`src/rtl/rf_wb_arbiter_pkg.sv`:
```
// ----------------------------------------------------------------------------
// rf_wb_arbiter_pkg
// Shared definitions for the register-file write-port arbiter slice.
//   kW        : data path width
//   kD        : register pointer width
//   kNumRegs  : number of registers (2**kD)
//   state_e   : arbiter state (CLEAR = zero-fill sweep, RUN = normal operation)
// ----------------------------------------------------------------------------
package rf_wb_arbiter_pkg;

   localparam int kW       = 8;
   localparam int kD       = 4;
   localparam int kNumRegs = 2**kD;

   typedef enum logic [0:0] {
      ST_CLEAR = 1'b0,
      ST_RUN   = 1'b1
   } state_e;

endpackage

```
`src/rtl/rf_wb_arbiter_scoreboard.sv`:
```
// ----------------------------------------------------------------------------
// rf_scoreboard
// Pending-load scoreboard. One bit per register, set when a load to that
// register is issued and cleared when its data returns. Also flags protocol
// errors (double issue, return without issue) and answers hazard lookups.
// Ports:
//   CLK, reset          : clock, synchronous active-high reset
//   run                 : arbiter is in RUN and not in reset; updates gated by it
//   lsu_issue/_addr     : load issued to register
//   lsu_valid/lsu_addr  : load returning to register
//   chk_addrA/B         : decode source pointers to look up
//   alu_addr            : ALU destination, looked up for WAW blocking
//   hazardA/B           : source not yet valid (forced high outside RUN)
//   alu_blocked         : ALU destination has an outstanding load
//   pend_mask           : registered scoreboard
//   sb_err              : registered sticky protocol error
// ----------------------------------------------------------------------------
module rf_scoreboard
   import rf_wb_arbiter_pkg::*;
#(
   parameter int D = kD
) (
   input  logic            CLK,
   input  logic            reset,
   input  logic            run,
   input  logic            lsu_issue,
   input  logic [D-1:0]    lsu_issue_addr,
   input  logic            lsu_valid,
   input  logic [D-1:0]    lsu_addr,
   input  logic [D-1:0]    chk_addrA,
   input  logic [D-1:0]    chk_addrB,
   input  logic [D-1:0]    alu_addr,
   output logic            hazardA,
   output logic            hazardB,
   output logic            alu_blocked,
   output logic [2**D-1:0] pend_mask,
   output logic            sb_err
);

   localparam int N = 2**D;

   logic [N-1:0] pend_mask_q, pend_mask_d;
   logic         sb_err_q, sb_err_d;
   logic         same_reg_s;

   assign same_reg_s = lsu_valid && (lsu_addr == lsu_issue_addr);

   // Next-state scoreboard: clear on return first, then set on issue so set wins.
   always_comb begin
      pend_mask_d = pend_mask_q;
      sb_err_d    = sb_err_q;
      if (run) begin
         if (lsu_valid) begin
            if (!pend_mask_q[lsu_addr]) begin
               sb_err_d = 1'b1;
            end else begin
               sb_err_d = sb_err_d;
            end
            pend_mask_d[lsu_addr] = 1'b0;
         end else begin
            pend_mask_d = pend_mask_d;
         end
         if (lsu_issue) begin
            // Re-issue is legal only if the same register retires this cycle.
            if (pend_mask_q[lsu_issue_addr] && !same_reg_s) begin
               sb_err_d = 1'b1;
            end else begin
               sb_err_d = sb_err_d;
            end
            pend_mask_d[lsu_issue_addr] = 1'b1;
         end else begin
            pend_mask_d = pend_mask_d;
         end
      end else begin
         pend_mask_d = pend_mask_q;
         sb_err_d    = sb_err_q;
      end
   end

   // Hazard and WAW lookups; same-cycle returns are deliberately not bypassed.
   always_comb begin
      alu_blocked = pend_mask_q[alu_addr];
      if (run) begin
         hazardA = pend_mask_q[chk_addrA];
         hazardB = pend_mask_q[chk_addrB];
      end else begin
         hazardA = 1'b1;
         hazardB = 1'b1;
      end
   end

   // Scoreboard and error flops.
   always_ff @(posedge CLK) begin
      if (reset) begin
         pend_mask_q <= {N{1'b0}};
         sb_err_q    <= 1'b0;
      end else begin
         pend_mask_q <= pend_mask_d;
         sb_err_q    <= sb_err_d;
      end
   end

   assign pend_mask = pend_mask_q;
   assign sb_err    = sb_err_q;

endmodule

```
`src/rtl/rf_wb_arbiter.sv`:
```
// ----------------------------------------------------------------------------
// rf_wb_arbiter
// Owns the single write port of the 16 x 8 register file. After reset it
// sweeps zeros into every register (CLEAR), then in RUN arbitrates the port
// between LSU load returns (highest priority, never stalled) and ALU
// writebacks (valid/ready). A pending-load scoreboard blocks ALU WAW writes
// and drives hazard flags to decode.
// Ports:
//   CLK, reset                      : clock, synchronous active-high reset
//   alu_valid/addr/data, alu_ready  : ALU writeback handshake
//   lsu_issue, lsu_issue_addr       : load issue (marks destination pending)
//   lsu_valid/addr/data             : load return
//   chk_addrA/B, hazardA/B          : decode hazard lookup
//   clr_busy                        : zero-fill sweep in progress
//   rf_we/waddr/wdata               : register file write port
//   pend_mask, sb_err               : scoreboard state and sticky error
// ----------------------------------------------------------------------------
module rf_wb_arbiter
   import rf_wb_arbiter_pkg::*;
#(
   parameter int W = kW,
   parameter int D = kD
) (
   input  logic            CLK,
   input  logic            reset,
   input  logic            alu_valid,
   input  logic [D-1:0]    alu_addr,
   input  logic [W-1:0]    alu_data,
   output logic            alu_ready,
   input  logic            lsu_issue,
   input  logic [D-1:0]    lsu_issue_addr,
   input  logic            lsu_valid,
   input  logic [D-1:0]    lsu_addr,
   input  logic [W-1:0]    lsu_data,
   input  logic [D-1:0]    chk_addrA,
   input  logic [D-1:0]    chk_addrB,
   output logic            hazardA,
   output logic            hazardB,
   output logic            clr_busy,
   output logic            rf_we,
   output logic [D-1:0]    rf_waddr,
   output logic [W-1:0]    rf_wdata,
   output logic [2**D-1:0] pend_mask,
   output logic            sb_err
);

   state_e         state_q, state_d;
   logic [D-1:0]   clr_ptr_q, clr_ptr_d;
   logic           run_s;
   logic           alu_blocked_s;

   // Reset is synchronous, so the registered state is stale while it is high.
   assign run_s = (state_q == ST_RUN) && !reset;

   rf_scoreboard #(.D(D)) u_sb (
      .CLK            (CLK),
      .reset          (reset),
      .run            (run_s),
      .lsu_issue      (lsu_issue),
      .lsu_issue_addr (lsu_issue_addr),
      .lsu_valid      (lsu_valid),
      .lsu_addr       (lsu_addr),
      .chk_addrA      (chk_addrA),
      .chk_addrB      (chk_addrB),
      .alu_addr       (alu_addr),
      .hazardA        (hazardA),
      .hazardB        (hazardB),
      .alu_blocked    (alu_blocked_s),
      .pend_mask      (pend_mask),
      .sb_err         (sb_err)
   );

   // FSM and sweep pointer next-state.
   always_comb begin
      state_d   = state_q;
      clr_ptr_d = clr_ptr_q;
      case (state_q)
         ST_CLEAR: begin
            clr_ptr_d = clr_ptr_q + {{(D-1){1'b0}}, 1'b1};
            if (clr_ptr_q == {D{1'b1}}) begin
               state_d = ST_RUN;
            end else begin
               state_d = ST_CLEAR;
            end
         end
         ST_RUN: begin
            state_d = ST_RUN;
         end
         default: begin
            state_d   = ST_CLEAR;
            clr_ptr_d = {D{1'b0}};
         end
      endcase
   end

   // Write-port mux: reset hold, sweep, then LSU return over ALU writeback.
   always_comb begin
      rf_we     = 1'b0;
      rf_waddr  = {D{1'b0}};
      rf_wdata  = {W{1'b0}};
      alu_ready = 1'b0;
      clr_busy  = 1'b1;
      if (reset) begin
         clr_busy = 1'b1;
      end else if (state_q == ST_CLEAR) begin
         rf_we    = 1'b1;
         rf_waddr = clr_ptr_q;
      end else begin
         clr_busy = 1'b0;
         if (lsu_valid) begin
            rf_we    = 1'b1;
            rf_waddr = lsu_addr;
            rf_wdata = lsu_data;
         end else begin
            alu_ready = !alu_blocked_s;
            if (alu_valid && !alu_blocked_s) begin
               rf_we    = 1'b1;
               rf_waddr = alu_addr;
               rf_wdata = alu_data;
            end else begin
               rf_we = 1'b0;
            end
         end
      end
   end

   // State and sweep pointer flops.
   always_ff @(posedge CLK) begin
      if (reset) begin
         state_q   <= ST_CLEAR;
         clr_ptr_q <= {D{1'b0}};
      end else begin
         state_q   <= state_d;
         clr_ptr_q <= clr_ptr_d;
      end
   end

endmodule

```
`config.mk`:
```
export PLATFORM = sky130hd
export DESIGN_NAME = rf_wb_arbiter
export DESIGN_NICKNAME = d
export VERILOG_FILES = /design/src/rtl/rf_wb_arbiter_pkg.sv /design/src/rtl/rf_wb_arbiter_scoreboard.sv /design/src/rtl/rf_wb_arbiter.sv
export SDC_FILE = /design/constraint.sdc
export NUM_CORES = 1
export LEC_CHECK = 0
export BUFFER_PORTS_ARGS = -buffer_cell sky130_fd_sc_hd__buf_2
export CORE_ASPECT_RATIO = 1.25
export CORE_MARGIN = 2
export CORE_UTILIZATION = 30
export CTS_CLUSTER_SIZE = 24
export DETAILED_ROUTE_END_ITERATION = 8
export GPL_TIMING_DRIVEN = 0
export PLACE_DENSITY = 0.64
export SETUP_SLACK_MARGIN = 0.4
export SLEW_MARGIN = 0
export SYNTH_ARGS = -nofsm -noshare
export SYNTH_HDL_FRONTEND = slang
export SYNTH_SLANG_ARGS = --single-unit
```
`constraint.sdc`:
```
create_clock -name CLK -period 2.65 [get_ports CLK]
set_input_delay 0.53 -clock CLK [delete_from_list [all_inputs] [get_ports CLK]]
set_output_delay 0.53 -clock CLK [all_outputs]
set_load 0.05 [all_outputs]
```
==> results of run 1 <==
## cells by family (layout without fill, tap and decap cells)
group,Yosys count,after routing,synth area share
muxes,38,38,0.323
AOI/OAI and AO/OA,54,54,0.155
xor gates and xnor gates,7,7,0.0314
adders and majority gates,1,1,0.00641
DFF,22,22,0.226
buffers and inverters,21,110,0.0686
and+or+nand+nor,70,70,0.189
## where the power goes
group | switching [uW] | internal, uW
combinational | 99.2 | 91.0
clock | 117 | 202
sequential | 4.80 | 318
## sequential cells by signal, summed over array words and instances (netlist names)
signal,count
u_sb.sb_err,1
clr_ptr_q,4
state_q,1
u_sb.pend_mask,16
## synthesized netlist by cell type (2+ instances only)
master and n:
sky130_fd_sc_hd__o21ai_0 25, sky130_fd_sc_hd__dfxtp_1 22, sky130_fd_sc_hd__nand3_1 22, sky130_fd_sc_hd__mux4_2 20
sky130_fd_sc_hd__mux2i_1 18, sky130_fd_sc_hd__a21oi_1 16, sky130_fd_sc_hd__nand2_1 16, sky130_fd_sc_hd__a31oi_1 7
sky130_fd_sc_hd__nor2_1 7, sky130_fd_sc_hd__clkbuf_1 6, sky130_fd_sc_hd__nor2b_1 5, sky130_fd_sc_hd__xor2_1 5
sky130_fd_sc_hd__clkbuf_8 4, sky130_fd_sc_hd__nand3b_1 4, sky130_fd_sc_hd__buf_1 3, sky130_fd_sc_hd__buf_2 3
sky130_fd_sc_hd__inv_1 3, sky130_fd_sc_hd__nand2b_1 3, sky130_fd_sc_hd__nor3_1 3, sky130_fd_sc_hd__nor3b_1 3
sky130_fd_sc_hd__o211ai_1 3, sky130_fd_sc_hd__and4_1 2, sky130_fd_sc_hd__xnor2_1 2
## worst paths after layout
| path | from | end | cells after the start |
|---|---|---|---|
| setup / recovery | alu_addr[2] | rf_waddr[0] | 7 |
| hold / removal | reset | u_sb.pend_mask[1] | 2 |
| setup reg to reg | u_sb.pend_mask[15] | u_sb.sb_err | 5 |
| hold reg to reg | u_sb.pend_mask[12] | u_sb.pend_mask[12] | 2 |
## stage by stage
step | worst slack, ns | instance area (um^2) | hold slack (ns) | utilization | setup TNS [ns]
2_1_floorplan | 0.169 | 2140 | 0.501 | - | 0
3_3_place_gp | -0.0573 | 2590 | 0.519 | 0.415 | -0.220
3_5_place_dp | -0.0614 | 2590 | 0.527 | 0.415 | -0.242
4_1_cts | 0.101 | 2940 | 0.489 | 0.470 | 0
5_1_grt | 0.0554 | 3040 | 0.483 | 0.487 | 0
6_report | 0.121 | 3040 | 0.486 | 0.487 | 0
## area by class of cell
class | instances | share of cell area
Timing Repair Buffer | 85 | 0.210
Tap cell | 85 | 0.0349
Inverter | 3 | 0.00493
Buffer | 18 | 0.0567
Sequential cell | 22 | 0.164
Clock buffer | 3 | 0.0136
Clock inverter | 1 | 0.00986
Multi-Input combinational cell | 170 | 0.506
## routing by layer
| layer | global-route usage | vias to the layer above | wire, um |
|---|---|---|---|
| met5 | 0 | - | 0 |
| met4 | 0.0697 | 0 | 117 |
| met3 | 0.0192 | 11 | 383 |
| met2 | 0.334 | 90 | 3520 |
| met1 | 0.216 | 1041 | 2620 |
| li1 | - | 990 | - |
## cells in the final DEF (no fill, tap or decap), drive strengths merged, types with 2 or more instances in the layout
cell type / count
nand3: 22
o21ai: 25
nor3b: 3
xnor2: 2
a31oi: 7
mux2i: 18
xor2: 5
clkbuf: 13
and4: 2
nand2: 16
inv: 2
nor2b: 5
nor2: 7
nand3b: 4
o211ai: 3
dfxtp: 22
buf: 93
nand2b: 3
mux4: 20
a21oi: 16
nor3: 3
## critical path, stage by stage
cell	delay, ns
sky130_fd_sc_hd__buf_12	0.11
sky130_fd_sc_hd__mux2i_1	0.11
sky130_fd_sc_hd__mux4_2	0.49
sky130_fd_sc_hd__a22oi_2	0.29
sky130_fd_sc_hd__buf_6	0.20
sky130_fd_sc_hd__a31oi_4	0.09
sky130_fd_sc_hd__buf_6	0.16
## what timing repair did
action	in CTS	in global routing
setup buffers	7	8
gates resized for setup	65	14
setup endpoints to repair	16	16
cloned	2	0
pin swaps	10	1
==> metrics.md, run 1 <==
| Metric | Value |
|---|---|
| Run status | finished, final reports clean |
| Max_cap viols | 0 |
| Endpoint kind of the worst setup timing path | output port |
| Mapped Nets | 255 |
| Vias after detailed routing | 2132 |
| Synth unique cells | 34 |
| Area occupied by multi-input gates | 1540 um^2 |
| Syn Std Cell Area | 1950 um^2 |
| Main flop type after synthesis | sky130_fd_sc_hd__dfxtp_1 |
| Actual transition at the worst max-transition pin | 0.584 ns |
| First-pass GRT wire length | 10400 um |
| Number of setup violations in the final report | 0 |
| Buffer levels on the longest clock path | 2 |
| Critical path arrival | 2.00 ns |
| Syn avg cell area | 9.16 um^2 |
| Drt drc | 0 |
| Post-Place Cells | 366 |
| Flip-flop and latch area | 500 um^2 |
| Growth of design area from synthesis to finish | 56.1% |
| Clock tree from TritonCTS | done |
| Part of the Yosys area used for sequential elements | 0.226 |
| Clock Tree Root | sky130_fd_sc_hd__clkbuf_8 |
| Total wire length | 6630 um |
| YS warnings | 0 |
| Post-layout total power | 832 uW |
| Pre-Repair DR Iteration Count | 4 |
| Iteration-0 DRC Markers | 146 |
| Die Y-Extent | 94.2 um |
| Hold-fix buffer count after cts | 0 |
| Number of levels in the clock H-tree | 1 |
| GRT overflow | 0 |
| Ports | 75 |
| Clk_skew | 0.00681 ns |
| Worst IR Drop VDD | 170 uV |
| Clock tree sinks | 22 |
| Unrepaired setup endpoints after global routing | true |
| Launching element type of the critical path | primary input |
| Biggest area consumer among synthesized cells | sky130_fd_sc_hd__mux4_2 |
| Post-route clock period utilization | 0.954 |
| Required time of the critical path | 2.12 ns |
| Residual antenna-violating net count after detailed routing | 0 |
| Critical path peak fanout | 5 |
| Setup slack of the most critical reg-to-reg path | 0.99 ns |
| Clock network latency to the later pin of the worst-skew pair | 0.27 ns |
| Flip-flop and latch count after synthesis | 22 |
| Number of enable flip-flop cells after synthesis | 0 |
| Top area cells in the synthesized netlist | sky130_fd_sc_hd__mux4_2 (23%), sky130_fd_sc_hd__dfxtp_1 (23%), sky130_fd_sc_hd__mux2i_1 (9.2%), sky130_fd_sc_hd__o21ai_0 (6.4%), sky130_fd_sc_hd__nand3_1 (5.6%) |
| Crit path kind | in -> out |
| Post-DP HPWL | 4690 um |
| Starting density of the core | 0.312 |
| Count of placed standard cells in the final layout, fillers left out | 387 |
| Class of the most critical hold timing path | in -> reg |
| IO Port Bufs | 68 |
| Power density over cell area | 273 nW/um^2 |
| Vias in the first global route | 2039 |
| Post-detailed-route wirelength per cell | 17.1 um |
| Area of the die | 7170 um^2 |
| Inserted Diodes | 0 |
| Number of hold-slack violations in the final timing report | 0 |
| Clk slew on worst S/H paths | 0.08 ns |
| Overall global routing resource usage | 0.181 |
| Tmin final | 2.53 ns |
| FFs w/ async S/R, synth | 0 |
| Max Freq | 395 MHz |
| Number of instances in the synthesized netlist | 213 |
| Fill count | 599 |
| Core region area | 6250 um^2 |
| Final slew viol count | 0 |
| # rows | 32 |
| Die width | 76.1 um |
| Net count, final | 345 |
| Initial antenna violation count | 0 |
| Layout cells sized above 1 | 0.526 |
| Cts bufs inserted | 3 |
| Normalized max-slew margin | 0.610 |
| Placer's final routability congestion estimate | 0.875 |
| Maximum number of pins on one net before global-route repair | 14 |
| Leakage component of the power | 0.00119 uW |
| Vias per inst | 5.51 |
| Area share of the leading cell type in the synthesized netlist | 0.231 |
Note: power is estimated with default switching activity, not from simulation.
==> run 2: changes to the inputs <==
--- a/config.mk
+++ b/config.mk
@@ -5,14 +5,14 @@
 export SDC_FILE = /design/constraint.sdc
 export NUM_CORES = 1
 export LEC_CHECK = 0
-export BUFFER_PORTS_ARGS = -buffer_cell sky130_fd_sc_hd__buf_2
 export CORE_ASPECT_RATIO = 1.25
 export CORE_MARGIN = 2
 export CORE_UTILIZATION = 30
 export CTS_CLUSTER_SIZE = 24
 export DETAILED_ROUTE_END_ITERATION = 8
+export DONT_BUFFER_PORTS = 1
 export GPL_TIMING_DRIVEN = 0
-export PLACE_DENSITY = 0.64
+export PLACE_DENSITY = 0.55
 export SETUP_SLACK_MARGIN = 0.4
 export SLEW_MARGIN = 0
 export SYNTH_ARGS = -nofsm -noshare
==> constraint.sdc (replaced) <==
create_clock -name CLK -period 3.2 [get_ports CLK]
set_input_delay 0.64 -clock CLK [delete_from_list [all_inputs] [get_ports CLK]]
set_output_delay 0.64 -clock CLK [all_outputs]
set_load 0.05 [all_outputs]
==> run 2 against run 1 <==
  * Register-to-register slack better by 0.42 ns
  * Clock skew is 0.0047 ns lower
  * Wire length fell by 7.4%
  * Largest power group unchanged
  * Highest routed layer unchanged
==> metrics.md, run 2 (same netlist as run 1, synthesis figures left out) <==
| Metric | Value |
|---|---|
| Hold-fix buffer count after cts | 0 (unchanged) |
| Number of hold-slack violations in the final timing report | 0 (unchanged) |
| Setup slack of the most critical reg-to-reg path | 1.41 ns (+0.42 ns) |
| Crit path kind | in -> out |
| Part of the power in registers | 0.424 (+0.036) |
| Post-DP Area | 2090 um^2 (-19%) |
| # rows | 32 (unchanged) |
| Max_cap viols | 0 (unchanged) |
| Vias per inst | 6.00 (+8.9%) |
| Endpoint kind of the worst setup timing path | output port |
| Placer's final routability congestion estimate | 0.863 (-1.3%) |
| Maximum number of pins on one net before global-route repair | 14 (unchanged) |
| Die Y-Extent | 94.2 um (unchanged) |
| Combinational fraction of design power | 0.166 (-0.063) |
| Core region area | 6250 um^2 (unchanged) |
| Clk slew on worst S/H paths | 0.08 ns (about the same) |
| Post-DP HPWL | 4540 um (-3.3%) |
| R2R cell count | 5 (unchanged) |
| Required time of the critical path | 2.56 ns (+0.44 ns) |
| Number of instances on the worst hold path | 2 (unchanged) |
| Actual transition at the worst max-transition pin | 0.950 ns (+0.366 ns) |
| Class of the most critical hold timing path | reg -> reg |
| Iteration-0 DRC Markers | 132 (-9.6%) |
| Unrepaired setup endpoints after global routing | true |
| Starting density of the core | 0.312 (unchanged) |
| Die width | 76.1 um (unchanged) |
| Critical path peak fanout | 9 (+4) |
| Area occupied by multi-input gates | 1500 um^2 (-2.8%) |
| Final slew viol count | 0 (unchanged) |
| Layout cells sized above 1 | 0.329 (-0.198) |
| Final worst hold slack | 0.562 ns (+0.0754 ns) |
| Post-detailed-route wirelength per cell | 20.2 um (+18%) |
| Worst reg2reg path startpoint | state_q |
| Leakage component of the power | 0.000728 uW (-39%) |
| Buffer levels on the longest clock path | 2 (unchanged) |
| Residual antenna-violating net count after detailed routing | 0 (unchanged) |
| Power density over cell area | 270 nW/um^2 (-1.2%) |
| Worst IR Drop VDD | 154 uV (-9.4%) |
| Flip-flop and latch area | 500 um^2 (unchanged) |
| Drt drc | 0 (unchanged) |
| Vias after detailed routing | 1823 (-14%) |
| IO Port Bufs | 0 (-100%) |
| Total negative slack for setup checks | 0 ns (unchanged) |
| Clock tree sinks | 22 (unchanged) |
| Critical path arrival | 2.13 ns (+0.13 ns) |
| Run status | finished, final reports clean |
| Clk_skew | 0.00212 ns (-0.00468 ns) |
| Top library cells by usage in the layout, fill and taps aside | sky130_fd_sc_hd__nand3_1 (22), sky130_fd_sc_hd__mux4_2 (20), sky130_fd_sc_hd__mux2i_1 (18) |
| Tmin final | 2.77 ns |
| Post-layout instance area | 2330 um^2 (-23%) |
| Pre-Repair DR Iteration Count | 4 (unchanged) |
| Sw Share | 0.250 (-0.0153) |
| Number of levels in the clock H-tree | 1 (unchanged) |
| First-pass GRT wire length | 9640 um (-7.0%) |
| Net switching component of the power | 158 uW (-29%) |
| Area of the die | 7170 um^2 (unchanged) |
| Initial antenna violation count | 0 (unchanged) |
| Cts bufs inserted | 3 (unchanged) |
| Post-route clock period utilization | 0.867 |
| Reg2Reg Capture Point | u_sb.pend_mask[7] |
| Ports | 75 (unchanged) |
| Clock tree from TritonCTS | done |
| Total wire length | 6140 um (-7.4%) |
| Overall global routing resource usage | 0.166 (-0.0147) |
| Launching element type of the critical path | primary input |
| Normalized max-slew margin | 0.362 (-0.247) |
| Startpoint of the lowest-slack hold path | clr_ptr_q[1] |
| Inserted Diodes | 0 (unchanged) |
| Vias in the first global route | 1883 (-7.7%) |
| Clock Power Share | 0.410 (+0.027) |
| Net count, final | 262 (-24%) |
| Clock Tree Root | sky130_fd_sc_hd__clkbuf_8 |
| Most common cell after layout, fill and taps aside | sky130_fd_sc_hd__nand3_1 |
| Clock network latency to the later pin of the worst-skew pair | 0.26 ns (about the same) |
| GRT overflow | 0 (unchanged) |
| Fill count | 647 (+8.0%) |
| Post-layout util | 0.373 (-0.114) |
| Max Freq | 361 MHz |
| Int Pwr | 472 uW (-23%) |
| Number of setup violations in the final report | 0 (unchanged) |
| Growth of design area from synthesis to finish | 19.6% |
| Hold EP | clr_ptr_q[1] |
| Max FFs per register | 16 (unchanged) |
## run 2: changes by cell type in the layout (fill, tap and decap cells not counted), moves of 2 or more
| cell | change |
|---|---|
| sky130_fd_sc_hd__clkbuf_16 | -2 |
| sky130_fd_sc_hd__buf_2 | -46 |
| sky130_fd_sc_hd__o21ai_4 | -2 |
| sky130_fd_sc_hd__buf_8 | -4 |
| sky130_fd_sc_hd__nand2b_4 | -2 |
| sky130_fd_sc_hd__buf_6 | -18 |
| sky130_fd_sc_hd__nand2b_1 | +2 |
| sky130_fd_sc_hd__buf_4 | -12 |
## run 2: final cells by class
cell class / count / area share
multi-input cells: 170 / 0.641
flip-flops and latches: 22 / 0.215
plain buffers: 18 / 0.0553
well taps: 85 / 0.0456
clock buffers: 3 / 0.0177
clock inverters: 1 / 0.0129
repair buffers: 2 / 0.00644
inverters: 3 / 0.00644
## run 2: routing by layer
layer,wire [um],vias up,track usage
met5,0,-,0
met4,128,0,0.0636
met3,326,10,0.0163
met2,3200,67,0.302
met1,2490,914,0.204
li1,-,832,-
## run 2: worst max path at each step
stage / from / to / slack (ns) / cells after the start
floorplan: alu_addr[2] / rf_waddr[0] / 0.24 / 6
global placement: reset / alu_ready / 0.01 / 5
detailed placement: reset / alu_ready / 0.03 / 5
CTS: alu_addr[2] / rf_waddr[0] / 0.34 / 6
global route: alu_addr[2] / rf_wdata[1] / 0.36 / 6
finish: alu_addr[2] / rf_wdata[7] / 0.43 / 5
## run 2: repair_timing
item,CTS,global route
gates cloned,0,0
setup endpoints to repair,16,13
gates resized for setup,46,5
setup buffers,0,2
pin swaps,1,1
## run 2: worst max-delay path: stages
cell and delay, ns:
sky130_fd_sc_hd__buf_6 0.13, sky130_fd_sc_hd__mux2i_1 0.20, sky130_fd_sc_hd__mux4_2 0.30, sky130_fd_sc_hd__a22oi_2 0.11, sky130_fd_sc_hd__o21ai_1 0.76
## run 2: stage by stage
step / power [uW] / setup WS, ns / std cells
floorplan: 365 / 0.244 / 213
global placement: 381 / 0.0138 / 298
detailed placement: 381 / 0.0304 / 298
CTS: 633 / 0.338 / 302
global route: 652 / 0.356 / 304
finish: 630 / 0.426 / 304
## run 2: power groups by stage
stage	combinational (uW)	clock (uW)	sequential, uW
final	105	258	267
after global routing	112	273	268
after CTS	99.8	267	267
after detailed placement	94.0	0	287
after global placement	93.5	0	287
after floorplan	79.0	0	286
